[config.mk]
export PLATFORM = sky130hd
export DESIGN_NAME = pattern_scheduler
export DESIGN_NICKNAME = d
export VERILOG_FILES = /design/src/rtl/pixel_pkg.sv /design/src/rtl/scan_counter.sv /design/src/rtl/pattern_scheduler.sv
export SDC_FILE = /design/constraint.sdc
export NUM_CORES = 1
export LEC_CHECK = 0
export CELL_PAD_IN_SITES_DETAIL_PLACEMENT = 1
export CELL_PAD_IN_SITES_GLOBAL_PLACEMENT = 1
export CORE_ASPECT_RATIO = 0.5
export CORE_MARGIN = 2
export CORE_UTILIZATION = 35
export DETAILED_ROUTE_END_ITERATION = 8
export MAX_ROUTING_LAYER = met4
export PLACE_DENSITY_LB_ADDON = 0.1
export SLEW_MARGIN = 20
export SYNTH_ARGS = -nofsm -noshare
export SYNTH_HDL_FRONTEND = slang
export SYNTH_HIERARCHICAL = 1
export SYNTH_SLANG_ARGS = --single-unit
export TNS_END_PERCENT = 1
[constraint.sdc]
create_clock -name fclock -period 4.5 [get_ports fclock]
set_input_delay 0.45 -clock fclock [delete_from_list [all_inputs] [get_ports fclock]]
set_output_delay 0.45 -clock fclock [all_outputs]
set_load 0.005 [all_outputs]
[src/rtl/pixel_pkg.sv]
// rtl/pixel_pkg.sv - shared sizes, address helper and scheduler state for the pattern scheduler
//
// Purpose: single source for the 16x16 grid geometry, the 5-bit colour width
//          and the IDLE/SCAN state type used by pattern_scheduler.
// Ports:   none (package).
package pixel_pkg;

   localparam int GRID_DIM = 16;
   localparam int COORD_W  = 4;
   localparam int RGB_W    = 5;
   localparam int ADDR_W   = 8;

   // Highest pixel address and highest coordinate on one axis.
   localparam logic [ADDR_W-1:0]  ADDR_LAST  = ADDR_W'(GRID_DIM * GRID_DIM - 1);
   localparam logic [COORD_W-1:0] COORD_LAST = COORD_W'(GRID_DIM - 1);

   typedef enum logic {
      ST_IDLE = 1'b0,
      ST_SCAN = 1'b1
   } sched_state_t;

   // Pattern RAM address layout is {y, x}.
   function automatic logic [ADDR_W-1:0] pix_addr(input logic [COORD_W-1:0] x,
                                                  input logic [COORD_W-1:0] y);
      return {y, x};
   endfunction

endpackage

[src/rtl/scan_counter.sv]
// rtl/scan_counter.sv - non-wrapping 8-bit scan address counter with end-of-row and last flags
//
// Purpose: holds the next pattern RAM address to read during a scan.
// Ports:
//   i_clk     in   clock
//   i_rst_n   in   async active-low reset
//   i_clear   in   restart at address 0 (start of frame)
//   i_enable  in   a read was issued at o_addr this cycle
//   o_addr    out  address of the next read
//   o_remain  out  addresses still to be read in this frame
//   o_last    out  o_addr is the final address of the grid
//   o_x_last  out  o_addr is the last column of a row
module scan_counter
   import pixel_pkg::*;
(
   input  logic              i_clk,
   input  logic              i_rst_n,
   input  logic              i_clear,
   input  logic              i_enable,
   output logic [ADDR_W-1:0] o_addr,
   output logic              o_remain,
   output logic              o_last,
   output logic              o_x_last
);

   logic [ADDR_W-1:0] r_addr;
   logic              r_exhausted;

   // The counter parks on the last address and raises r_exhausted instead of
   // wrapping, so the scan cannot re-read address 0 within the same frame.
   always_ff @(posedge i_clk or negedge i_rst_n) begin
      if (!i_rst_n) begin
         r_addr      <= '0;
         r_exhausted <= 1'b0;
      end else if (i_clear) begin
         r_addr      <= '0;
         r_exhausted <= 1'b0;
      end else if (i_enable && !r_exhausted) begin
         if (r_addr == ADDR_LAST) begin
            r_exhausted <= 1'b1;
         end else begin
            r_addr <= r_addr + 1'b1;
         end
      end
   end

   assign o_addr   = r_addr;
   assign o_remain = !r_exhausted;
   assign o_last   = (r_addr == ADDR_LAST);
   assign o_x_last = (r_addr[COORD_W-1:0] == COORD_LAST);

endmodule

[src/rtl/pattern_scheduler.sv]
// rtl/pattern_scheduler.sv - arbitrates pattern RAM between a 16x16 frame scan and a pixel modifier
//
// Purpose: on frame_start, reads every pixel of the pattern RAM in address
//          order and presents it on a valid/ready pixel stream; between reads
//          it grants single-pixel writes from the modifier port.
// Ports:
//   fclock, init_n              clock, async active-low reset
//   frame_start                 pulse: start a full scan (ignored while busy)
//   mod_req/mod_x/mod_y/mod_rgb modifier write request, held until mod_ack
//   mod_ack                     write granted this cycle (combinational)
//   mem_addr/mem_we/mem_wdata   pattern RAM command (combinational)
//   mem_rdata                   pattern RAM read data, one cycle after address
//   pix_valid/pix_x/pix_y/pix_rgb/pix_ready  registered scanned-pixel stream
//   busy                        scan in progress
//   frame_done                  pulse after the last pixel is accepted
module pattern_scheduler
   import pixel_pkg::*;
(
   input  logic               fclock,
   input  logic               init_n,
   input  logic               frame_start,
   input  logic               mod_req,
   input  logic [COORD_W-1:0] mod_x,
   input  logic [COORD_W-1:0] mod_y,
   input  logic [RGB_W-1:0]   mod_rgb,
   output logic               mod_ack,
   output logic [ADDR_W-1:0]  mem_addr,
   output logic               mem_we,
   output logic [RGB_W-1:0]   mem_wdata,
   input  logic [RGB_W-1:0]   mem_rdata,
   output logic               pix_valid,
   output logic [COORD_W-1:0] pix_x,
   output logic [COORD_W-1:0] pix_y,
   output logic [RGB_W-1:0]   pix_rgb,
   input  logic               pix_ready,
   output logic               busy,
   output logic               frame_done
);

   sched_state_t      r_state;
   logic              r_reserved;
   logic              r_rd_pend;
   logic [ADDR_W-1:0] r_rd_addr;
   logic              r_pix_valid;
   logic [ADDR_W-1:0] r_pix_addr;
   logic [RGB_W-1:0]  r_pix_rgb;
   logic              r_skid_valid;
   logic [ADDR_W-1:0] r_skid_addr;
   logic [RGB_W-1:0]  r_skid_rgb;
   logic              r_frame_done;

   logic [ADDR_W-1:0] w_scan_addr;
   logic              w_remain;
   logic              w_last;
   logic              w_x_last;
   logic              w_clear;
   logic              w_rd;
   logic              w_wr;
   logic              w_out_free;
   logic              w_frame_end;

   scan_counter u_scan_counter (
      .i_clk    (fclock),
      .i_rst_n  (init_n),
      .i_clear  (w_clear),
      .i_enable (w_rd),
      .o_addr   (w_scan_addr),
      .o_remain (w_remain),
      .o_last   (w_last),
      .o_x_last (w_x_last)
   );

   assign w_clear    = (r_state == ST_IDLE) && frame_start;
   assign w_out_free = !r_pix_valid || pix_ready;

   // A read may issue when the consumer takes the current pixel this cycle,
   // or when the output is empty with nothing in flight. An empty output
   // with a read already in flight is not treated as free: that keeps a
   // single read outstanding under backpressure, and the skid register only
   // ever has to absorb that one in-flight word.
   assign w_rd = init_n && (r_state == ST_SCAN) && w_remain && !r_reserved &&
                 (pix_ready || (!r_pix_valid && !r_rd_pend));

   // Any cycle without a read belongs to the modifier.
   assign w_wr = init_n && mod_req && !w_rd;

   assign mem_we    = w_wr;
   assign mem_addr  = w_rd ? w_scan_addr : pix_addr(mod_x, mod_y);
   assign mem_wdata = mod_rgb;
   assign mod_ack   = w_wr;

   assign w_frame_end = (r_state == ST_SCAN) && r_pix_valid && pix_ready &&
                        (r_pix_addr == ADDR_LAST);

   always_ff @(posedge fclock or negedge init_n) begin
      if (!init_n) begin
         r_state <= ST_IDLE;
      end else begin
         case (r_state)
            ST_IDLE: if (frame_start) r_state <= ST_SCAN;
            ST_SCAN: if (w_frame_end) r_state <= ST_IDLE;
            default: r_state <= ST_IDLE;
         endcase
      end
   end

   // The cycle after each end-of-row read is kept free for the modifier,
   // bounding its wait to one row of reads. The slot after the final
   // address is not needed because no reads follow it.
   always_ff @(posedge fclock or negedge init_n) begin
      if (!init_n) begin
         r_reserved <= 1'b0;
      end else begin
         r_reserved <= w_rd && w_x_last && !w_last;
      end
   end

   always_ff @(posedge fclock or negedge init_n) begin
      if (!init_n) begin
         r_rd_pend    <= 1'b0;
         r_rd_addr    <= '0;
         r_pix_valid  <= 1'b0;
         r_pix_addr   <= '0;
         r_pix_rgb    <= '0;
         r_skid_valid <= 1'b0;
         r_skid_addr  <= '0;
         r_skid_rgb   <= '0;
         r_frame_done <= 1'b0;
      end else begin
         r_rd_pend    <= w_rd;
         r_frame_done <= w_frame_end;
         if (w_rd) begin
            r_rd_addr <= w_scan_addr;
         end
         if (w_out_free) begin
            // Skid and in-flight data never coexist, so the order here only
            // needs to drain the older word first.
            if (r_skid_valid) begin
               r_pix_valid  <= 1'b1;
               r_pix_addr   <= r_skid_addr;
               r_pix_rgb    <= r_skid_rgb;
               r_skid_valid <= 1'b0;
            end else if (r_rd_pend) begin
               r_pix_valid <= 1'b1;
               r_pix_addr  <= r_rd_addr;
               r_pix_rgb   <= mem_rdata;
            end else begin
               r_pix_valid <= 1'b0;
            end
         end else if (r_rd_pend) begin
            // Output stalled when RAM data arrives: park it until the
            // consumer frees the output register.
            r_skid_valid <= 1'b1;
            r_skid_addr  <= r_rd_addr;
            r_skid_rgb   <= mem_rdata;
         end
      end
   end

   assign pix_valid  = r_pix_valid;
   assign pix_x      = r_pix_addr[COORD_W-1:0];
   assign pix_y      = r_pix_addr[ADDR_W-1:COORD_W];
   assign pix_rgb    = r_pix_rgb;
   assign busy       = (r_state == ST_SCAN);
   assign frame_done = r_frame_done;

endmodule

==> results of run 1 <==
-- routing by layer --
metal	global-route usage (%)	vias up	share of wire (%)
li1	-	693	-
met4	3.63	0	0.61
met5	-	-	0
met3	3.49	4	4.1
met2	23.7	31	45
met1	20.8	776	50
-- layout make-up --
type / count / area share, %
Sequential cell: 49 / 41.0
Multi-Input combinational cell: 111 / 34.8
Timing Repair Buffer: 44 / 14.5
Clock buffer: 6 / 4.31
Tap cell: 92 / 3.85
Clock inverter: 2 / 1.30
Inverter: 2 / 0.251
-- synthesized netlist by cell type (2+ instances only) --
cell type	instances	area [um^2]
mux2_2	47	529
nor2_1	14	52.6
buf_4	7	52.6
inv_1	2	7.51
xnor2_1	2	17.5
nand3_1	3	15.0
and3_1	3	18.8
mux2_4	7	105
xor2_1	4	35.0
buf_6	3	33.8
nand4_1	4	25.0
o211ai_1	2	15.0
nand2_1	3	11.3
dfrtp_1	49	1230
-- critical path, delay by kind of cell --
| kind | cells | cell delay, ns |
|---|---|---|
| buf+inv | 2 | 0.98 |
| mux | 1 | 0.40 |
| compound gates | 1 | 0.63 |
-- flip-flops by register name, summed over array words and instances, names as in the netlist --
signal / flops
r_skid_addr: 8
r_skid_valid: 1
u_scan_counter/o_addr: 8
pix_rgb: 5
u_scan_counter/r_exhausted: 1
r_pix_addr: 8
busy: 1
pix_valid: 1
r_reserved: 1
r_rd_addr: 8
frame_done: 1
r_rd_pend: 1
r_skid_rgb: 5
-- worst paths after layout --
check	start	endpoint	slack, ns	cells past startpoint
setup / recovery	pix_ready	mem_addr[7]	1.58	4
hold / removal	init_n	r_rd_addr[0]	0.32	2
setup reg to reg	pix_valid	u_scan_counter/o_addr[1]	2.44	7
hold reg to reg	r_skid_addr[0]	r_skid_addr[0]	0.50	1
max in group asynchronous	init_n	r_rd_addr[7]	3.74	2
min in group fclock	r_skid_addr[0]	r_skid_addr[0]	0.50	1
-- per-stage QoR --
stage	area, um^2	hold WS [ns]	cells	utilization [%]	setup WS (ns)
floorplan	2360	0.154	173	-	2.61
global placement	2820	0.468	298	42.8	1.56
detailed placement	2820	0.488	298	42.8	1.54
CTS	2990	0.361	306	45.3	1.53
global route	2990	0.373	306	45.3	1.46
finish	2990	0.323	306	45.3	1.58
-- cells by family (layout without fill, tap and decap cells) --
group	count (synthesis)	in the layout	synth area share [%]
muxes	56	56	27.7
DFF	49	49	51.9
and+or+nand+nor	40	40	9.85
buffers and inverters	13	54	4.18
AOI/OAI and AO/OA	8	8	3.60
xor gates and xnor gates	6	6	2.22
adders and majority gates	1	1	0.529
-- power by group --
| part | switching [W] | leakage, nW | internal, W | total [W] |
|---|---|---|---|---|
| Sequential | 0.000130 | 0.618 | 0.000578 | 0.000708 |
| Combinational | 0.000140 | 0.596 | 0.000285 | 0.000425 |
| Clock | 0.000161 | 0.0810 | 0.000263 | 0.000424 |
| Total | 0.000431 | 1.30 | 0.00113 | 0.00156 |
==> results.md, run 1 <==
- Num rows: 21
- Die Width: 120 um
- Num CTS Buffers: 5
- Overall Power: 0.00156 W
- Crit path top cell by count: clkdlybuf4s50_1
- Drt wl/cell: 16.2 um
- Area delta synth->final: 26.4%
- Cts hold-fix bufs: 0
- Antenna violations before repair: 0
- CTS H-tree depth: 2
- Register area share after synthesis: 51.9%
- Routability Congestion: 0.773
- Dpl hpwl: 3440 um
- Crit start category: primary input
- Req. time, crit path: 4.05 ns
- Post-CTS sizing: 0
- Status: complete, no violations
- Final Hold Fails: 0
- Initial Utilization: 35.8%
- Nets@finish: 237
- Most frequent cells in the layout: dfrtp_1 (49), mux2_2 (47), clkdlybuf4s50_1 (42)
- Die area: 0.00747 mm^2
- Final period utilization: 64.9%
- Leakage: 1.30 nW
- Setup TNS: 0 ns
- Crit path DAT: 2.47 ns
- Clock transition at the registers of the reported paths: 0.06 ns
- CTS tree: done
- Max-Cap Viols: 0
- Peak supply drop: 0.175 mV
- Crit end category: output port
- Antenna viol nets, final: 0
- Setup-failing EPs final: 0
- Worst clock skew: 0.00604 ns
- Fin. max-slew vios: 0
- Largest net degree at the start of global routing: 51
- Synth Register Bits: 49
- Iter 0 DRT Violations: 28
- Fillers: 689
- Crit Path Category: primary input to output port
- Postcts setup bufs: 0
- Netlist cell types: 37
- Final global-route overflow total: 0
- Crit-path cells: clkdlybuf4s50_1 > o21ai_4 > mux2_2 > clkdlybuf4s50_1
- Share of cells above drive strength 1: 33.2%
- FF+latch area: 0.00123 mm^2
- Worst-Margin Slew: 0.697 ns
- Global-route wire length before repair: 8670 um
- Via count: 1504
- ANT cells: 0
- Synth Cell Area: 0.00236 mm^2
- CTS max path bufs: 2
- Via density: 4.92
- Vias in the first global route: 1642
- # DRC: 0
- Area of the multi-input gates: 0.00104 mm^2
- I/O Buffers: 43
- Commonest non-fill, non-tap cell in the layout: dfrtp_1
- Total Wirelength: 4940 um
- Tmin final: 2.92 ns
- Syn Inst Count: 173
- Crit-path max cell delay: 0.63 ns
- IO Pins: 54
- Root buffer cell: clkbuf_16
- DR pass1 iterations: 4
- Max-slew headroom: 53.4%
- # clock sinks: 49
- Syn_nets: 197
- Die Height: 62.1 um
- Synth Flop Type: dfrtp_1
- Worst Path Max Fanout: 19
- Pwr/cell area: 521 mW/mm^2
- Total Routing Usage GR: 15.4%
- Worst hold path class: primary input to async pin
- Async SR Flop Fraction: 100%
- Max Clk Rate: 342 MHz
- Clk_lat worst skew: 0.29 ns
- Post-Syn Area per Cell: 13.7 um^2
- Syn. warnings: 6
- Core area: 0.00660 mm^2
- RSZ-0062 raised after global routing: no
- EDFF count, synth: 0
- Critical-path top delay cell: o21ai_4
Note: power is estimated with default switching activity, not from simulation.
==> run 2: changes to the inputs <==
==> constraint.sdc (replaced) <==
create_clock -name fclock -period 3.01 [get_ports fclock]
set_input_delay 0.301 -clock fclock [delete_from_list [all_inputs] [get_ports fclock]]
set_output_delay 0.301 -clock fclock [all_outputs]
set_load 0.005 [all_outputs]
==> results.md, run 2 (synthesis gave the netlist of run 1 again) <==
- Worst Path Max Fanout: 10
- # clock sinks: 49
- Crit Path Category: primary input to output port
- Max Clk Rate: 410 MHz
- Crit start category: primary input
- Num rows: 21
- # DRC: 0
- Comb pwr share: 27.7%
- Core area: 0.00660 mm^2
- Worst r2r dst: u_scan_counter/o_addr[3]
- Worst hold path class: primary input to async pin
- Clock transition at the registers of the reported paths: 0.06 ns
- Most frequent cells in the layout: dfrtp_1 (49), mux2_2 (47), clkdlybuf4s50_1 (42)
- Via density: 4.86
- Util after Layout: 45.5%
- Crit path top cell by count: clkdlybuf4s50_1
- ANT cells: 0
- Peak supply drop: 0.237 mV
- GR Util met3: 3.77%
- Sequential share of power: 45.1%
- Fillers: 699
- Area delta synth->final: 27.1%
- Critical-path top delay cell: clkdlybuf4s50_1
- Pwr/cell area: 779 mW/mm^2
- FF+latch area: 0.00123 mm^2
- Global-route wire length before repair: 8550 um
- Die area: 0.00747 mm^2
- Internal cell power: 0.00169 W
- Setup-failing EPs final: 0
- Met2 usage: 23.8%
- I/O Buffers: 43
- Die Height: 62.1 um
- Reg2Reg Setup Slack: 0.92 ns
- Dpl hpwl: 3540 um
- Crit path to: mem_addr[7]
- Crit path DAT: 2.14 ns
- RSZ-0062 raised after global routing: no
- Worst clock skew: 0.00210 ns
- Via count: 1496
- Worst-Margin Slew: 0.650 ns
- Max-slew headroom: 56.7%
- Final Hold Fails: 0
- Antenna viol nets, final: 0
- Area of the multi-input gates: 0.00104 mm^2
- Clock network fraction of total power: 27.2%
- DR pass1 iterations: 4
- Die Width: 120 um
- Iter 0 DRT Violations: 36
- Final global-route overflow total: 0
- Reg2reg path depth: 9
- CTS H-tree depth: 2
- Vias in the first global route: 1622
- Critical path depth in cells: 4
- Status: complete, no violations
- Root buffer cell: clkbuf_16
- Nets@finish: 239
- Total Wirelength: 5060 um
- IO Pins: 54
- Cts hold-fix bufs: 0
- Clk_lat worst skew: 0.29 ns
- CTS max path bufs: 2
- Largest net degree at the start of global routing: 51
- CP startpoint: pix_ready
- Global Route met1 Usage: 20.1%
- Fin. max-slew vios: 0
- Bufs and invs on worst path: 2
- Initial Utilization: 35.8%
- Share of cells above drive strength 1: 33.8%
- CP top delay family: buffers and inverters
- Crit end category: output port
- Switch share: 27.9%
- CTS tree: done
- Crit-path max cell delay: 0.55 ns
- Routability Congestion: 0.791
- Tmin final: 2.44 ns
- Final period utilization: 81.1%
- Grt peak-use layer: met2
- Worst Slack Setup Final: 0.570 ns
- Crit-path cells: clkdlybuf4s50_1 > o21ai_4 > mux2_2 > clkdlybuf4s50_1
- Total Routing Usage GR: 15.4%
- Post-CTS sizing: 0
- Worst r2r src: u_scan_counter/r_exhausted
- Commonest non-fill, non-tap cell in the layout: dfrtp_1
- Max-Cap Viols: 0
- Num CTS Buffers: 5
- Req. time, crit path: 2.71 ns
- Postcts setup bufs: 0
- Drt wl/cell: 16.4 um
- Overall Power: 0.00234 W
- Leakage: 1.31 nW
- Setup TNS: 0 ns
- Setup slack at placement: 0.529 ns
- P_sw: 0.000652 W
- Antenna violations before repair: 0
## run 2: final cells by class
| type | count | share of cell area [%] |
|---|---|---|
| clock inverter | 2 | 1.29 |
| clock buffer | 6 | 4.29 |
| inverter | 2 | 0.250 |
| multi-input combinational | 111 | 34.6 |
| timing repair buffer | 46 | 14.9 |
| tap | 92 | 3.83 |
| sequential | 49 | 40.8 |
## run 2: metal layers
| layer | up-vias | part of all wire [%] |
|---|---|---|
| met5 | - | 0 |
| met3 | 8 | 5.1 |
| met4 | 0 | 1.4 |
| li1 | 694 | - |
| met1 | 763 | 46 |
| met2 | 31 | 47 |
## run 2: per-stage QoR
| stage | instance area, um^2 | std cells | hold WS [ns] |
|---|---|---|---|
| final | 3000 | 308 | 0.173 |
| after global routing | 3000 | 308 | 0.242 |
| after CTS | 3000 | 308 | 0.226 |
| after detailed placement | 2840 | 300 | 0.492 |
| after global placement | 2840 | 300 | 0.469 |
| after floorplan | 2360 | 173 | 0.00541 |
## run 2: worst reg2reg max path: cells and delay by family, from the launching register on
family	cells	cell delay, ns
and+or+nand+nor	4	0.98
DFF	1	0.41
buffers and inverters	3	0.40
AOI/OAI and AO/OA	2	0.25
## run 2: power by group through the flow
stage / logic (W) / registers [W] / clock network, W
global route: 0.000710 / 0.00110 / 0.000684
CTS: 0.000663 / 0.00106 / 0.000654
floorplan: 0.000390 / 0.00100 / 0
global placement: 0.000634 / 0.00106 / 0
finish: 0.000648 / 0.00106 / 0.000636
detailed placement: 0.000659 / 0.00107 / 0
## run 2: how the worst min path moves through the flow
| stage | startpoint | endpoint |
|---|---|---|
| floorplan | init_n | busy |
| global placement | r_skid_addr[0] | r_skid_addr[0] |
| detailed placement | r_skid_addr[1] | r_skid_addr[1] |
| CTS | init_n | u_scan_counter/o_addr[0] |
| global route | init_n | u_scan_counter/o_addr[7] |
| finish | init_n | u_scan_counter/o_addr[7] |
